--- config.mk ---
export PLATFORM = sky130hd
export DESIGN_NAME = pipeline_hazard_ctrl
export DESIGN_NICKNAME = d
export VERILOG_FILES = /design/src/rtl/tsp16_pkg.sv /design/src/rtl/hazard_scoreboard.sv /design/src/rtl/pipeline_hazard_ctrl.sv
export SDC_FILE = /design/constraint.sdc
export NUM_CORES = 1
export LEC_CHECK = 0
export ABC_AREA = 1
export BUFFER_PORTS_ARGS = -buffer_cell sky130_fd_sc_hd__buf_2
export CAP_MARGIN = 20
export CORE_UTILIZATION = 52
export CTS_CLUSTER_DIAMETER = 200
export DETAILED_ROUTE_END_ITERATION = 12
export PLACE_DENSITY = 0.95
export SLEW_MARGIN = 20
export SYNTH_ARGS = -nofsm -noshare
export SYNTH_HDL_FRONTEND = slang
export SYNTH_HIERARCHICAL = 1
export SYNTH_SLANG_ARGS = --single-unit
--- constraint.sdc ---
create_clock -name clk -period 2.6 [get_ports clk]
set_clock_uncertainty 0.1 [all_clocks]
set_input_delay 0.26 -clock clk [delete_from_list [all_inputs] [get_ports clk]]
set_output_delay 0.26 -clock clk [all_outputs]
set_load 0.02 [all_outputs]
--- src/rtl/tsp16_pkg.sv ---
// Shared encodings for the TSP16 decode/execute hazard controller: instruction type codes,
// controller states and operand-forwarding selects.
package tsp16_pkg;

  localparam logic [1:0] A_TYPE  = 2'b00;
  localparam logic [1:0] R_TYPE  = 2'b01;
  localparam logic [3:0] OP_LOAD = 4'b1000;

  typedef enum logic [0:0] {
    StRun,
    StMemWait
  } state_e;

  typedef enum logic [1:0] {
    FwdRegfile = 2'b00,
    FwdExec    = 2'b01,
    FwdWb      = 2'b10
  } fwd_sel_e;

  function automatic logic is_ar(input logic [1:0] ty);
    return (ty == A_TYPE) || (ty == R_TYPE);
  endfunction

  function automatic logic is_load(input logic [3:0] op);
    return op == OP_LOAD;
  endfunction

endpackage

--- src/rtl/hazard_scoreboard.sv ---
// Pending-write mask: one bit per architectural register, set on issue of a writer and
// cleared on its write-back strobe.
module hazard_scoreboard
  import tsp16_pkg::*;
(
  input  logic       clk,
  input  logic       rst,
  input  logic       set_en_i,
  input  logic [2:0] set_idx_i,
  input  logic       clr_en_i,
  input  logic [2:0] clr_idx_i,
  output logic [7:0] pending_o
);

  logic [7:0] pending_d, pending_q;

  // Set is applied after clear so a same-cycle collision leaves the bit pending.
  always_comb begin
    pending_d = pending_q;
    if (clr_en_i) pending_d[clr_idx_i] = 1'b0;
    if (set_en_i) pending_d[set_idx_i] = 1'b1;
  end

  always_ff @(posedge clk or posedge rst) begin
    if (rst) begin
      pending_q <= '0;
    end else begin
      pending_q <= pending_d;
    end
  end

  assign pending_o = pending_q;

endmodule

--- src/rtl/pipeline_hazard_ctrl.sv ---
// Decode-stage hazard controller: RAW stall/issue, load wait FSM, write-back strobe and
// saturating stall counter. Define HAZARD_FORWARD_EN to stall only on load-use and forward.
module pipeline_hazard_ctrl
  import tsp16_pkg::*;
(
  input  logic        clk,
  input  logic        rst,
  input  logic        id_valid,
  input  logic [15:0] id_instr,
  input  logic        ex_valid,
  input  logic [15:0] ex_instr,
  input  logic        ex_done,
  input  logic        branch_flush,
  input  logic        mem_ready,
  output logic        stall,
  output logic        issue,
  output logic        mem_req,
  output logic        wb_en,
  output logic [2:0]  wb_rd,
  output logic [1:0]  fwd_rn_sel,
  output logic [1:0]  fwd_rm_sel,
  output logic [7:0]  stall_cycles
);

  state_e     state_d, state_q;
  logic [2:0] load_rd_d, load_rd_q;
  logic       wb_en_d, wb_en_q;
  logic [2:0] wb_rd_d, wb_rd_q;
  logic [7:0] stall_cnt_d, stall_cnt_q;
  logic [7:0] pending;
  logic       raw_hazard;

  logic [2:0] id_rn, id_rm, id_rd, ex_rd;
  logic       ex_is_load, ex_is_ar, id_is_writer, in_mem_wait;

  assign id_rn        = id_instr[5:3];
  assign id_rm        = id_instr[8:6];
  assign id_rd        = id_instr[2:0];
  assign ex_rd        = ex_instr[2:0];
  assign ex_is_load   = ex_valid & is_load(ex_instr[15:12]);
  assign ex_is_ar     = ex_valid & is_ar(ex_instr[15:14]);
  assign id_is_writer = is_ar(id_instr[15:14]) | is_load(id_instr[15:12]);
  assign in_mem_wait  = (state_q == StMemWait);

`ifdef HAZARD_FORWARD_EN
  fwd_sel_e rn_sel, rm_sel;
  logic     ld_use_rn, ld_use_rm;
  logic     unused_bits;

  assign ld_use_rn = (ex_is_load && ex_rd == id_rn) || (in_mem_wait && load_rd_q == id_rn);
  assign ld_use_rm = (ex_is_load && ex_rd == id_rm) || (in_mem_wait && load_rd_q == id_rm);
  assign raw_hazard = ld_use_rn | ld_use_rm;

  // Execute-stage result is younger than the write-back value, so it takes priority.
  always_comb begin
    rn_sel = FwdRegfile;
    rm_sel = FwdRegfile;
    if (!rst) begin
      if (ex_is_ar && ex_rd == id_rn)         rn_sel = FwdExec;
      else if (wb_en_q && wb_rd_q == id_rn)   rn_sel = FwdWb;
      if (ex_is_ar && ex_rd == id_rm)         rm_sel = FwdExec;
      else if (wb_en_q && wb_rd_q == id_rm)   rm_sel = FwdWb;
    end
  end

  assign fwd_rn_sel  = rn_sel;
  assign fwd_rm_sel  = rm_sel;
  assign unused_bits = ^{id_instr[11:9], ex_instr[11:3], pending};
`else
  logic unused_bits;

  assign raw_hazard  = pending[id_rn] | pending[id_rm];
  assign fwd_rn_sel  = FwdRegfile;
  assign fwd_rm_sel  = FwdRegfile;
  assign unused_bits = ^{id_instr[11:9], ex_instr[11:3]};
`endif

  // Gated by rst so these read 0 for the whole reset window, not just after the edge.
  assign stall   = ~rst & id_valid & (in_mem_wait | raw_hazard);
  assign issue   = ~rst & id_valid & ~stall & ~branch_flush;
  assign mem_req = ~rst & in_mem_wait;

  always_comb begin
    state_d   = state_q;
    load_rd_d = load_rd_q;
    wb_en_d   = 1'b0;
    wb_rd_d   = wb_rd_q;
    case (state_q)
      StRun: begin
        if (ex_is_ar && ex_done) begin
          wb_en_d = 1'b1;
          wb_rd_d = ex_rd;
        end
        if (ex_is_load) begin
          state_d   = StMemWait;
          load_rd_d = ex_rd;
        end
      end
      StMemWait: begin
        if (mem_ready) begin
          state_d = StRun;
          wb_en_d = 1'b1;
          wb_rd_d = load_rd_q;
        end
      end
      default: state_d = StRun;
    endcase
  end

  assign stall_cnt_d = (stall && stall_cnt_q != 8'hFF) ? stall_cnt_q + 8'd1 : stall_cnt_q;

  always_ff @(posedge clk or posedge rst) begin
    if (rst) begin
      state_q     <= StRun;
      load_rd_q   <= '0;
      wb_en_q     <= 1'b0;
      wb_rd_q     <= '0;
      stall_cnt_q <= '0;
    end else begin
      state_q     <= state_d;
      load_rd_q   <= load_rd_d;
      wb_en_q     <= wb_en_d;
      wb_rd_q     <= wb_rd_d;
      stall_cnt_q <= stall_cnt_d;
    end
  end

  hazard_scoreboard u_scoreboard (
    .clk       (clk),
    .rst       (rst),
    .set_en_i  (issue & id_is_writer),
    .set_idx_i (id_rd),
    .clr_en_i  (wb_en_q),
    .clr_idx_i (wb_rd_q),
    .pending_o (pending)
  );

  assign wb_en        = wb_en_q;
  assign wb_rd        = wb_rd_q;
  assign stall_cycles = stall_cnt_q;

endmodule

Word-level counts from Yosys, hierarchy flattened
Index checks and enable logic that the tools add are counted.

Bits in registers: 24. Latch bits: 0. Bits in writable memories: 0. Bits in read-only memories: 0. Bits of input ports: 39. Output and inout bits: 19. Word-level logic and storage cells: 67. Memories: 0.

Add/subtract/negate cells: 1. Multiply operators: 0. Divide/modulo/power cells: 0. Magnitude comparators: 6. Eq/ne operators: 7. Shifts and indexed selects: 0. Multiplexer cells: 19. Bitwise operators: 18. Reductions and logical operators: 10.

Operator list (number): 3-bit by 4-bit less-than comparator with 1-bit output, second input constant (4); 8-bit two-way mux (2); 8-bit by 1-bit adder with 8-bit output, second input constant (1); 1-bit bitwise AND (8); 8-bit bitwise AND (1); 4-bit equality test, second input constant (2); 1-bit two-way mux (8); 8-bit != test, second input constant (1); 8-bit inverter (1); 8-bit bitwise OR (1); 1-bit binary-select mux with 3-bit select (2); 1-bit demux with 3-bit select (2); 3-bit by 1-bit >= comparator with 1-bit output, second input constant (2); 3-bit two-way mux (2); 3-bit one-hot mux with 2 select lines (1); 2-bit by 1-bit equality test with 1-bit output, second input constant (2); 1-bit logical AND (4); 2-bit logical NOT (2); 2-bit != test, second input constant (2); 1-bit inverter (4); 1-bit one-hot mux with 2 select lines (2); 2-bit AND reduction (2); 1-bit bitwise OR (3); 1-bit logical OR (2).

Longest topological paths before layout
Gate-level depths: netlist (run 1).

Word-level depth: 10. Gate-level depth with buffers: 12. Gate-level depth less buffers: 10.

By module
Netlist (run 1), hierarchy kept.

By module, submodules not included: pipeline_hazard_ctrl (instances 1, cells each 155, area each 1077.3 um^2); hazard_scoreboard (instances 1, cells each 55, area each 406.6 um^2).

Worst setup path after synthesis (run 1)
No wires, ideal clock.

Path type: reg2reg. Start: register stall_cnt_q[0] (netlist: stall_cycles[0]). End: register stall_cnt_q[5] (netlist: stall_cycles[5]). Library setup time: 117 ps. Arrival: 1369 ps. Required time: 2383 ps. Path slack: 1013 ps. Stages on the path, launching flop included: 10. Clock period less this slack: 1587 ps. Cells stage by stage: dfrtp_1 -> ha_1 -> nand2_1 -> inv_1 -> nand4_2 -> nand2_1 -> nor2_1 -> nand3_1 -> nand2_1 -> nand2_1.

Cells in the longest elaborated chain, start to end: 2.

RTL lines: start: declaration (line pipeline_hazard_ctrl.sv:29) `logic [7:0] stall_cnt_d, stall_cnt_q;`; start signal: assignment (line pipeline_hazard_ctrl.sv:124) `stall_cnt_q <= stall_cnt_d;`; parallel branches: the longest is 2 deep, another holds 8-bit by 1-bit adder with 8-bit output.

Several ways; the timed one is not identified. A chain may end at the register's enable or synchronous reset.

Final worst setup path (run 1)
Start: input rst. End: output stall.

Cells in the longest elaborated chain, start to end: 3.

RTL lines: start: declaration (line pipeline_hazard_ctrl.sv:7) `input logic rst,`; 1-bit inverter (line pipeline_hazard_ctrl.sv:79) `assign stall = ~rst & id_valid & (in_mem_wait | raw_hazard);`; 1-bit bitwise AND (2 in a row) (line pipeline_hazard_ctrl.sv:79); end: declaration (line pipeline_hazard_ctrl.sv:15) `output logic stall,`.

Every way passes these cells.

==> impl_results.md, run 1 <==
- Status: complete, no violations
- Initial Util: 54.3%
- Critical Path Start: rst
- Hold Path Class: in -> reg
- Final Wtd Congestion: 0.877
- Met1 Use GR: 26.4%
- Seq/Total Area, Yosys: 40.5%
- Antenna violations before repair: 0
- Worst path buffer plus inverter count: 6
- CORE AREA: 0.00273 sq mm
- Non-Filler Instances: 284
- Commonest non-fill, non-tap cell in the layout: nand2_1
- Chip Height: 55.4 um
- Clk Latency, worst-skew pair: 310 ps
- Synth area leaders: dfrtp_1 40%, nand2_1 19%, nand4_1 6.3%
- Drt first pass iters: 6
- Fin nets: 294
- Max Cap Viol: 0
- Congestion Overflow GR: 0
- First-pass GRT wire length: 5.46 mm
- CP Launch Type: primary input
- Share of cells above drive strength 1: 24.1%
- Kind of critical path: in -> out
- Setup ws final: 618 ps
- Setup Viol. Count Final: 0
- Via density: 5.20
- Hold path start: mem_ready
- Slowest CP cell: dlygate4sd3_1
- Post-Syn Area per Cell: 7.07 sq um
- Reg-to-reg startpoint: u_scoreboard/pending_o[1]
- DR vias: 1477
- Crit path DAT: 1620 ps
- Worst path max stage delay: 530 ps
- DR WL/cell: 11.0 um
- Placement row count: 19
- Largest net degree at the start of global routing: 17
- Max Fanout on Critical Path: 12
- #FFs+latches synth: 24
- I/O pin total: 58
- CTS tree: done
- Clock sinks: 24
- Grt peak-use layer: met2
- Total Routed Length: 3.12 mm
- Reg clk slew, reported paths: 120 ps
- Seq. cell area: 601 sq um
- H-Tree Depth: 1
- Fin. Hold Viols: 0
- Gate Count Post-Synth: 210
- Hpwl dp: 2.49 mm
- Leading cell types in the layout, fill and taps excluded: 77 x nand2_1, 41 x buf_2, 24 x inv_1, 24 x dfrtp_1, 15 x nand4_1
- Total CTS buffers: 3
- Cell Pwr Density: 722 mW/mm^2
- F_max: 504 MHz
- PortBufs: 41
- Cell variety after synth: 32
- Pre-CTS setup slack: 811 ps
- LEAKAGE: 1.00 nW
- Placed insts: 279
- VDD IR-drop max: 565 uV
- Share of the synthesized area in the top cell type: 40.5%
- GR Layer Usage met2: 39.1%
- Post-cts sizing count: 0
- Global-route usage over all layers: 22.4%
- Mapped Area: 0.00148 sq mm
- Worst path required time: 2240 ps
- RSZ-0062 raised after global routing: false
- Critical Path End Type: output pin
- Tcrit/Tclk final: 76.2%
- Multi-input logic area: 719 sq um
- CTS Hold Buffers Added: 1
- Die area: 0.00307 sq mm
- Setup bufs post-CTS: 0
- DIE WIDTH: 55.4 um
- Area growth syn-to-layout: 17.4%
- Final antenna-violating net count: 0
- Min Tclk post-route: 1980 ps
- Post-route DRC violation count: 0
- Setup TNS: 0 ps
- Vias in the first global route: 1340
- Fillers: 234
- Starting DRC count in detailed routing: 60
- Finished Core Util: 63.7%
- Worst path top cell family by delay: buffers and inverters
- Syn. warnings: 6
- Critical path cell sequence: dlygate4sd3_1 > buf_2 > inv_2 > nand2_1 > inv_1 > nand2_1 > inv_2 > buf_2
- Clock Tree Buf Depth: 2
- M3 GR Usage: 3.04%
- Slew Limit Fails: 0
- Yosys top cell by area: dfrtp_1
- Antenna Cells: 0
- Root buffer cell: clkbuf_4
cell usage after synthesis, drive strengths merged:
| cell | count |
|---|---|
| nand2 | 78 |
| inv | 31 |
| dfrtp | 24 |
| nand3 | 16 |
| nand4 | 16 |
| nor2 | 15 |
| buf | 6 |
| o21ai | 6 |
| a31oi | 3 |
| clkinv | 2 |
| nor4 | 2 |
| a21boi | 1 |
| clkbuf | 1 |
| conb | 1 |
| ha | 1 |
| nand3b | 1 |
| nor3 | 1 |
| o211ai | 1 |
| o31a | 1 |
| or2 | 1 |
| xnor2 | 1 |
| xor2 | 1 |
worst register-to-register path, delay by kind of cell, from the launching register on:
kind | cells | cell delay (ps)
and+or+nand+nor | 8 | 1180
DFF | 1 | 410
buffers and inverters | 1 | 80
power breakdown:
part / leakage, nW / switching [mW] / internal, mW
combinational: 0.681 / 0.301 / 0.170
clock: 0.0210 / 0.109 / 0.0856
sequential: 0.301 / 0.104 / 0.488
state kept, by name (all words and copies together), names as in the netlist:
register / count
stall_cycles: 8
u_scoreboard/pending_o: 8
load_rd_q: 3
wb_rd: 3
in_mem_wait: 1
wb_en: 1
path summary, 6_finish.rpt:
| kind | slack [ps] | depth (start not counted) | endpoint |
|---|---|---|---|
| max | 620 | 8 | stall |
| min | 20 | 2 | in_mem_wait |
| max reg2reg | 780 | 9 | u_scoreboard/pending_o[7] |
| min reg2reg | 390 | 2 | u_scoreboard/pending_o[0] |
| max in group asynchronous | 1810 | 3 | u_scoreboard/pending_o[3] |
| min in group asynchronous | 360 | 3 | u_scoreboard/pending_o[5] |
routing by layer:
layer  vias up  part of all wire, %
met3         8                  4.1
li1        746                    -
met5         -                    0
met2        45                   52
met1       678                   42
met4         0                  2.6
cells by family (layout without fill, tap and decap cells):
| group | after synthesis | after routing | share of synthesized area [%] |
|---|---|---|---|
| adder cells (fa/ha/maj) | 1 | 1 | 0.843 |
| other | 1 | 4 | 0.253 |
| AO/OA/AOI/OAI | 12 | 12 | 4.89 |
| buffers and inverters | 40 | 80 | 11.8 |
| XOR/XNOR | 2 | 2 | 1.18 |
| flip-flops | 24 | 24 | 40.5 |
| AND/OR/NAND/NOR | 130 | 130 | 40.6 |
cell type report:
class | instances | area share [%]
clock buffer | 4 | 2.08
sequential | 24 | 34.5
inverter | 33 | 7.11
timing repair buffer | 43 | 12.8
tap | 31 | 2.23
multi-input combinational | 149 | 41.3
stage by stage:
stage	hold WS, ps	instance area (sq um)	power (mW)
floorplan	-24.3	1500	0.927
global placement	146	1700	1.04
detailed placement	151	1700	1.07
CTS	12.9	1740	1.26
global route	28.9	1740	1.35
finish	17.1	1740	1.26
No activity file was read; power rests on OpenSTA's default activity.
==> inputs of run 2 (changes only) <==
- ABC_AREA: 1 -> 0
- CORE_UTILIZATION: 52 -> 47
- PLACE_DENSITY: 0.95 -> 0.91
- clock period: 2.6 -> 2 ns (I/O delays scaled with it)
==> run 2 against run 1 <==
Compared with the run above:
- the run now ends with negative setup slack left
- routed wire length is 11% higher
- worst setup slack got worse by 860 ps
- final area up 3.6%
- final cell count decreased by 28%
- power is 39% higher
- via count is 20% lower
- utilization up 1.7 points
- synthesized cell count is 43% lower
- first-iteration DRC count rose by 6.7%
==> impl_results.md, run 2 <==
- Status: finished, violations left
- Chip Height: 56.1 um
- Reg-to-reg startpoint: u_scoreboard/pending_o[2]
- Kind of critical path: reg -> out
- Fin nets: 216
- Hpwl dp: 2.51 mm
- #FFs+latches synth: 24
- Max Cap Viol: 0
- Worst path buffer plus inverter count: 1
- Commonest non-fill, non-tap cell in the layout: buf_2
- Final antenna-violating net count: 0
- I/O pin total: 58
- Design Area, Final: 0.00180 sq mm
- Max_slew headroom: 58.4%
- DIE WIDTH: 56.1 um
- Leading cell types in the layout, fill and taps excluded: 39 x buf_2, 24 x dfrtp_1, 10 x buf_4
- Cell variety after synth: 43
- Switch share: 37.8%
- Worst path top cell family by delay: multiplexers
- Root buffer cell: clkbuf_4
- Gate Count Post-Synth: 119
- Placed insts: 197
- Area growth syn-to-layout: 31.1%
- Max Fanout on Critical Path: 2
- Starting DRC count in detailed routing: 64
- Clock sinks: 24
- Synth Flop Type: dfrtp_1
- Tcrit/Tclk final: 112%
- Fin. Hold Viols: 0
- Seq/Total Area, Yosys: 43.6%
- Critical register-to-register path endpoint: u_scoreboard/pending_o[2]
- Async S/R FF share, synth: 100%
- Largest net degree at the start of global routing: 17
- PortBufs: 41
- Non-Filler Instances: 205
- Cell Pwr Density: 972 mW/mm^2
- Yosys top cell by area: dfrtp_1
- LEAKAGE: 0.897 nW
- Combinational share of power: 45.6%
- Post-route DRC violation count: 0
- Congestion Overflow GR: 0
- DR WL/cell: 16.9 um
- Hold path start: ex_instr[0]
- Final Wtd Congestion: 0.839
- Hold Path Class: in -> reg
- Antenna Cells: 0
- Placement row count: 19
- Worst R2R Path Depth: 7
- H-Tree Depth: 1
- Post-synth top cells: 24 x dfrtp_1, 9 x inv_1, 8 x nand2_1
- VDD IR-drop max: 810 uV
- Share of the synthesized area in the top cell type: 43.6%
- Antenna violations before repair: 0
- Mapped Area: 0.00138 sq mm
- Hold EP: load_rd_q[0]
- First-pass GRT wire length: 5.55 mm
- Total Routed Length: 3.46 mm
- Syn. warnings: 6
- Critical Path Start: u_scoreboard/pending_o[2]
- CTS tree: done
- P_int: 1.09 mW
- Post-synth EDFFs: 0
- Clk Latency, worst-skew pair: 310 ps
- Sw Pwr: 662 uW
- Setup ws final: -239 ps
- CP Launch Type: flip-flop
- Vias in the first global route: 1268
- F_max: 447 MHz
- Setup Viol. Count Final: 14
- Crit path DAT: 1940 ps
- Drt first pass iters: 4
- Placed inst area: 0.00167 sq mm
- Slew Limit Fails: 0
- Worst path max stage delay: 500 ps
- Total CTS buffers: 3
- Initial Util: 49.9%
- Overall Power: 1.75 mW
- DR vias: 1176
- Synth area leaders: dfrtp_1 44%, mux2i_1 5.1%, mux4_1 3.8%
- Post-Syn Area per Cell: 11.6 sq um
- Hold path depth: 2
- Clock Tree Buf Depth: 2
- Reg clk slew, reported paths: 130 ps
- Count leader, synth: dfrtp_1
- Slew @ Worst Pin: 624 ps
- Critical Path End Type: output pin
- Global-route usage over all layers: 22.8%
- Min Tclk post-route: 2240 ps
- Via density: 5.74
- Slowest CP cell: mux4_2
- CORE AREA: 0.00276 sq mm
- Clock group share of total power: 11.8%
- Die area: 0.00315 sq mm
- Critical path cell sequence: mux4_2 > mux2i_4 > nand3_4 > nor3_4 > buf_6
- Share of cells above drive strength 1: 44.3%
- Reg power frac: 42.6%
- RSZ-0062 raised after global routing: true
- Failing checks: negative setup slack
- Worst path required time: 1700 ps
- R2r setup slk: -200 ps
[run 2: changes by cell type after synthesis, moves of 3 or more]
cell / delta
a32o_1: +5
inv_1: -15
inv_2: -7
mux2_2: +3
mux2i_1: +7
nand2_1: -69
nand3_1: -11
nand4_1: -12
nand4bb_1: +3
nor2_1: -8
nor2b_1: +3
o21ai_1: -4
[run 2: per-layer routing]
metal	GRT usage (%)	part of all wire [%]	vias up
met5	0	0	-
met4	8.71	2.4	0
met3	3.26	4.9	8
met2	43.4	55	48
met1	25.3	38	571
li1	-	-	549
[run 2: worst max-delay path by stage]
stage | endpoint | slack [ps] | cells after the start
detailed placement | u_scoreboard/pending_o[3] | -140 | 8
CTS | stall | -210 | 6
floorplan | u_scoreboard/pending_o[5] | -160 | 7
global placement | u_scoreboard/pending_o[3] | -40 | 8
global route | issue | -290 | 5
finish | issue | -240 | 5
[run 2: kinds of logic after synthesis]
| logic type | Yosys count | share of synthesized area [%] |
|---|---|---|
| fa+ha+maj | 1 | 0.909 |
| xor+xnor | 5 | 3.18 |
| compound gates | 17 | 9.64 |
| mux | 15 | 15.7 |
| flops | 24 | 43.6 |
| buf+inv | 15 | 5.45 |
| simple gates | 41 | 21.2 |
| other cells | 1 | 0.272 |
[run 2: area by class of cell]
| type | count | area (sq um) |
|---|---|---|
| flip-flops and latches | 24 | 601 |
| fillers | 197 | 953 |
| multi-input cells | 83 | 773 |
| inverters | 9 | 33.8 |
| well taps | 31 | 38.8 |
| repair buffers | 55 | 335 |
| clock buffers | 3 | 22.5 |
[run 2: what timing repair did]
item / CTS / global route
buffers inserted: 2 / 1
hold endpoints to repair: 25 / 0
hold buffers: 2 / 0
setup endpoints to repair: 8 / 17
pin swaps: 5 / 5
resized for setup: 12 / 3
[run 2: metrics by stage]
step | util [%] | worst slack, ps | setup TNS (ps) | hold slack (ps)
after floorplan | - | -163 | -851 | -84.3
final | 65.4 | -239 | -1780 | 29.9
after detailed placement | 60.4 | -144 | -364 | 85.9
after CTS | 64.4 | -211 | -1210 | 24.3
after global routing | 65.4 | -290 | -2560 | 31.4
after global placement | 60.4 | -38.6 | -72.1 | 80.7
[run 2: power groups by stage]
stage / clock [mW] / combinational [mW] / sequential [mW]
2_1_floorplan: 0 / 0.355 / 0.806
4_1_cts: 0.213 / 0.764 / 0.739
5_1_grt: 0.231 / 0.850 / 0.768
3_3_place_gp: 0 / 0.670 / 0.735
3_5_place_dp: 0 / 0.695 / 0.750
6_report: 0.207 / 0.799 / 0.747
==> inputs of run 3 (changes only) <==
- clock period: 2 -> 2.2 ns (I/O delays scaled with it)
==> run 3 against run 2 <==
Compared with the run above:
- the flow still finishes with violations (negative setup slack)
- die area stayed put
- via count is 1.8% lower
- sequential power is 6.7% lower
- critical path type unchanged
- clock-buffer cell count is 1 higher
- critical endpoint is now stall
- sequential cell count stayed put
- register-to-register slack better by 270 ps
- critical path depth is 1 higher
- global-route usage is 0.56 points lower
==> impl_results.md, run 3 (same netlist as run 2, synthesis figures left out) <==
- Final antenna-violating net count: 0
- Critical Path End Type: output pin
- Total Routed Length: 3.28 mm
- CTS tree: done
- LEAKAGE: 0.857 nW
- Placed inst area: 0.00160 sq mm
- Overall Power: 1.55 mW
- Vias in the first global route: 1163
- Initial Util: 49.9%
- H-Tree Depth: 1
- CP Launch Type: flip-flop
- Via density: 5.75
- Reg clk slew, reported paths: 140 ps
- Chip Height: 56.1 um
- R2r setup slk: 70 ps
- Commonest non-fill, non-tap cell in the layout: buf_2
- Design Area, Final: 0.00174 sq mm
- Drt first pass iters: 4
- Antenna violations before repair: 0
- Congestion Overflow GR: 0
- Reg-to-reg startpoint: u_scoreboard/pending_o[0]
- Hold path depth: 2
- Root buffer cell: clkbuf_4
- Final hold slack: 47.5 ps
- Fillers: 219
- DR WL/cell: 16.3 um
- Finished Core Util: 63.2%
- PortBufs: 41
- Hpwl dp: 2.47 mm
- Clock sinks: 24
- Slew Limit Fails: 0
- Worst path required time: 1880 ps
- I/O pin total: 58
- Area growth syn-to-layout: 26.6%
- Hold path start: ex_instr[0]
- RSZ-0062 raised after global routing: true
- Status: finished, violations left
- Min Tclk post-route: 2270 ps
- Worst R2R Path Depth: 7
- Critical register-to-register path endpoint: u_scoreboard/pending_o[4]
- Hold Path Class: in -> reg
- Clk Latency, worst-skew pair: 310 ps
- Total CTS buffers: 3
- Die area: 0.00315 sq mm
- Failing checks: negative setup slack
- Max Fanout on Critical Path: 3
- CORE AREA: 0.00276 sq mm
- Fin. Hold Viols: 0
- Fin nets: 211
- Final Wtd Congestion: 0.848
- Cell Pwr Density: 892 mW/mm^2
- F_max: 441 MHz
- Hold EP: load_rd_q[0]
- Largest net degree at the start of global routing: 17
- Slew @ Worst Pin: 614 ps
- VDD IR-drop max: 572 uV
- DR vias: 1155
- DIE WIDTH: 56.1 um
- Share of cells above drive strength 1: 41.8%
- Max_slew headroom: 59.0%
- Setup ws final: -67.6 ps
- Kind of critical path: reg -> out
- Tcrit/Tclk final: 103%
- Placement row count: 19
- Starting DRC count in detailed routing: 31
- Max Cap Viol: 0
- Leading cell types in the layout, fill and taps excluded: 39 x buf_2, 24 x dfrtp_1, 9 x inv_1
- Clock Tree Buf Depth: 2
- Post-route DRC violation count: 0
- Crit path DAT: 1950 ps
- First-pass GRT wire length: 5.35 mm
- Global-route usage over all layers: 22.2%
- Antenna Cells: 0
- Setup Viol. Count Final: 2
-- run 3: cell count changes in the layout (fill, tap and decap cells not counted), sizes merged --
cell	previous run	this run
buf	53	48
clkbuf	3	4
-- run 3: worst max-delay path, cell delays in order (launching register included) --
cell and delay (ps):
dfrtp_1 440, mux4_2 510, mux2i_4 180, nand3_4 110
buf_6 140, and2_4 130, buf_6 120
-- run 3: how the worst max path moves through the flow --
stage / startpoint / endpoint / slack (ps) / cells after the start
2_1_floorplan: u_scoreboard/pending_o[3] / u_scoreboard/pending_o[4] / 20 / 7
3_3_place_gp: u_scoreboard/pending_o[7] / u_scoreboard/pending_o[2] / 130 / 7
3_5_place_dp: u_scoreboard/pending_o[0] / u_scoreboard/pending_o[5] / 40 / 7
4_1_cts: u_scoreboard/pending_o[0] / stall / -80 / 6
5_1_grt: u_scoreboard/pending_o[7] / stall / -130 / 6
6_report: u_scoreboard/pending_o[0] / stall / -70 / 6
-- run 3: routing by layer --
layer	wire length, um	share of wire (%)	GRT usage, %
met2	1750	54	38.6
met5	0	0	0
met1	1280	39	27.7
met4	60	1.8	9.06
met3	180	5.5	3.26
-- run 3: metrics by stage --
| stage | std cells | setup WS, ps | setup TNS (ps) |
|---|---|---|---|
| final | 201 | -67.6 | -90.2 |
| after floorplan | 122 | 21.0 | 0 |
| after CTS | 197 | -75.1 | -120 |
| after global routing | 201 | -128 | -245 |
| after detailed placement | 189 | 39.1 | 0 |
| after global placement | 189 | 127 | 0 |
-- run 3: layout make-up --
type / count / area, sq um / area share, %
inverters: 9 / 33.8 / 1.94
well taps: 31 / 38.8 / 2.23
multi-input cells: 83 / 739 / 42.4
repair buffers: 50 / 294 / 16.9
flip-flops and latches: 24 / 601 / 34.5
clock buffers: 4 / 36.3 / 2.08
-- run 3: where the power goes --
group	total, mW	switching, mW	internal, mW
Combinational	0.621	0.304	0.318
Clock	0.236	0.135	0.101
Sequential	0.697	0.140	0.557
Total	1.55	0.579	0.975
-- run 3: repair_timing --
| item | CTS | global route |
|---|---|---|
| hold buffers | 2 | 0 |
| pin swaps | 2 | 1 |
| endpoints found under the setup margin | 2 | 7 |
| hold endpoints to repair | 25 | 0 |
| gates resized for setup | 6 | 4 |
| buffers inserted | 2 | 4 |
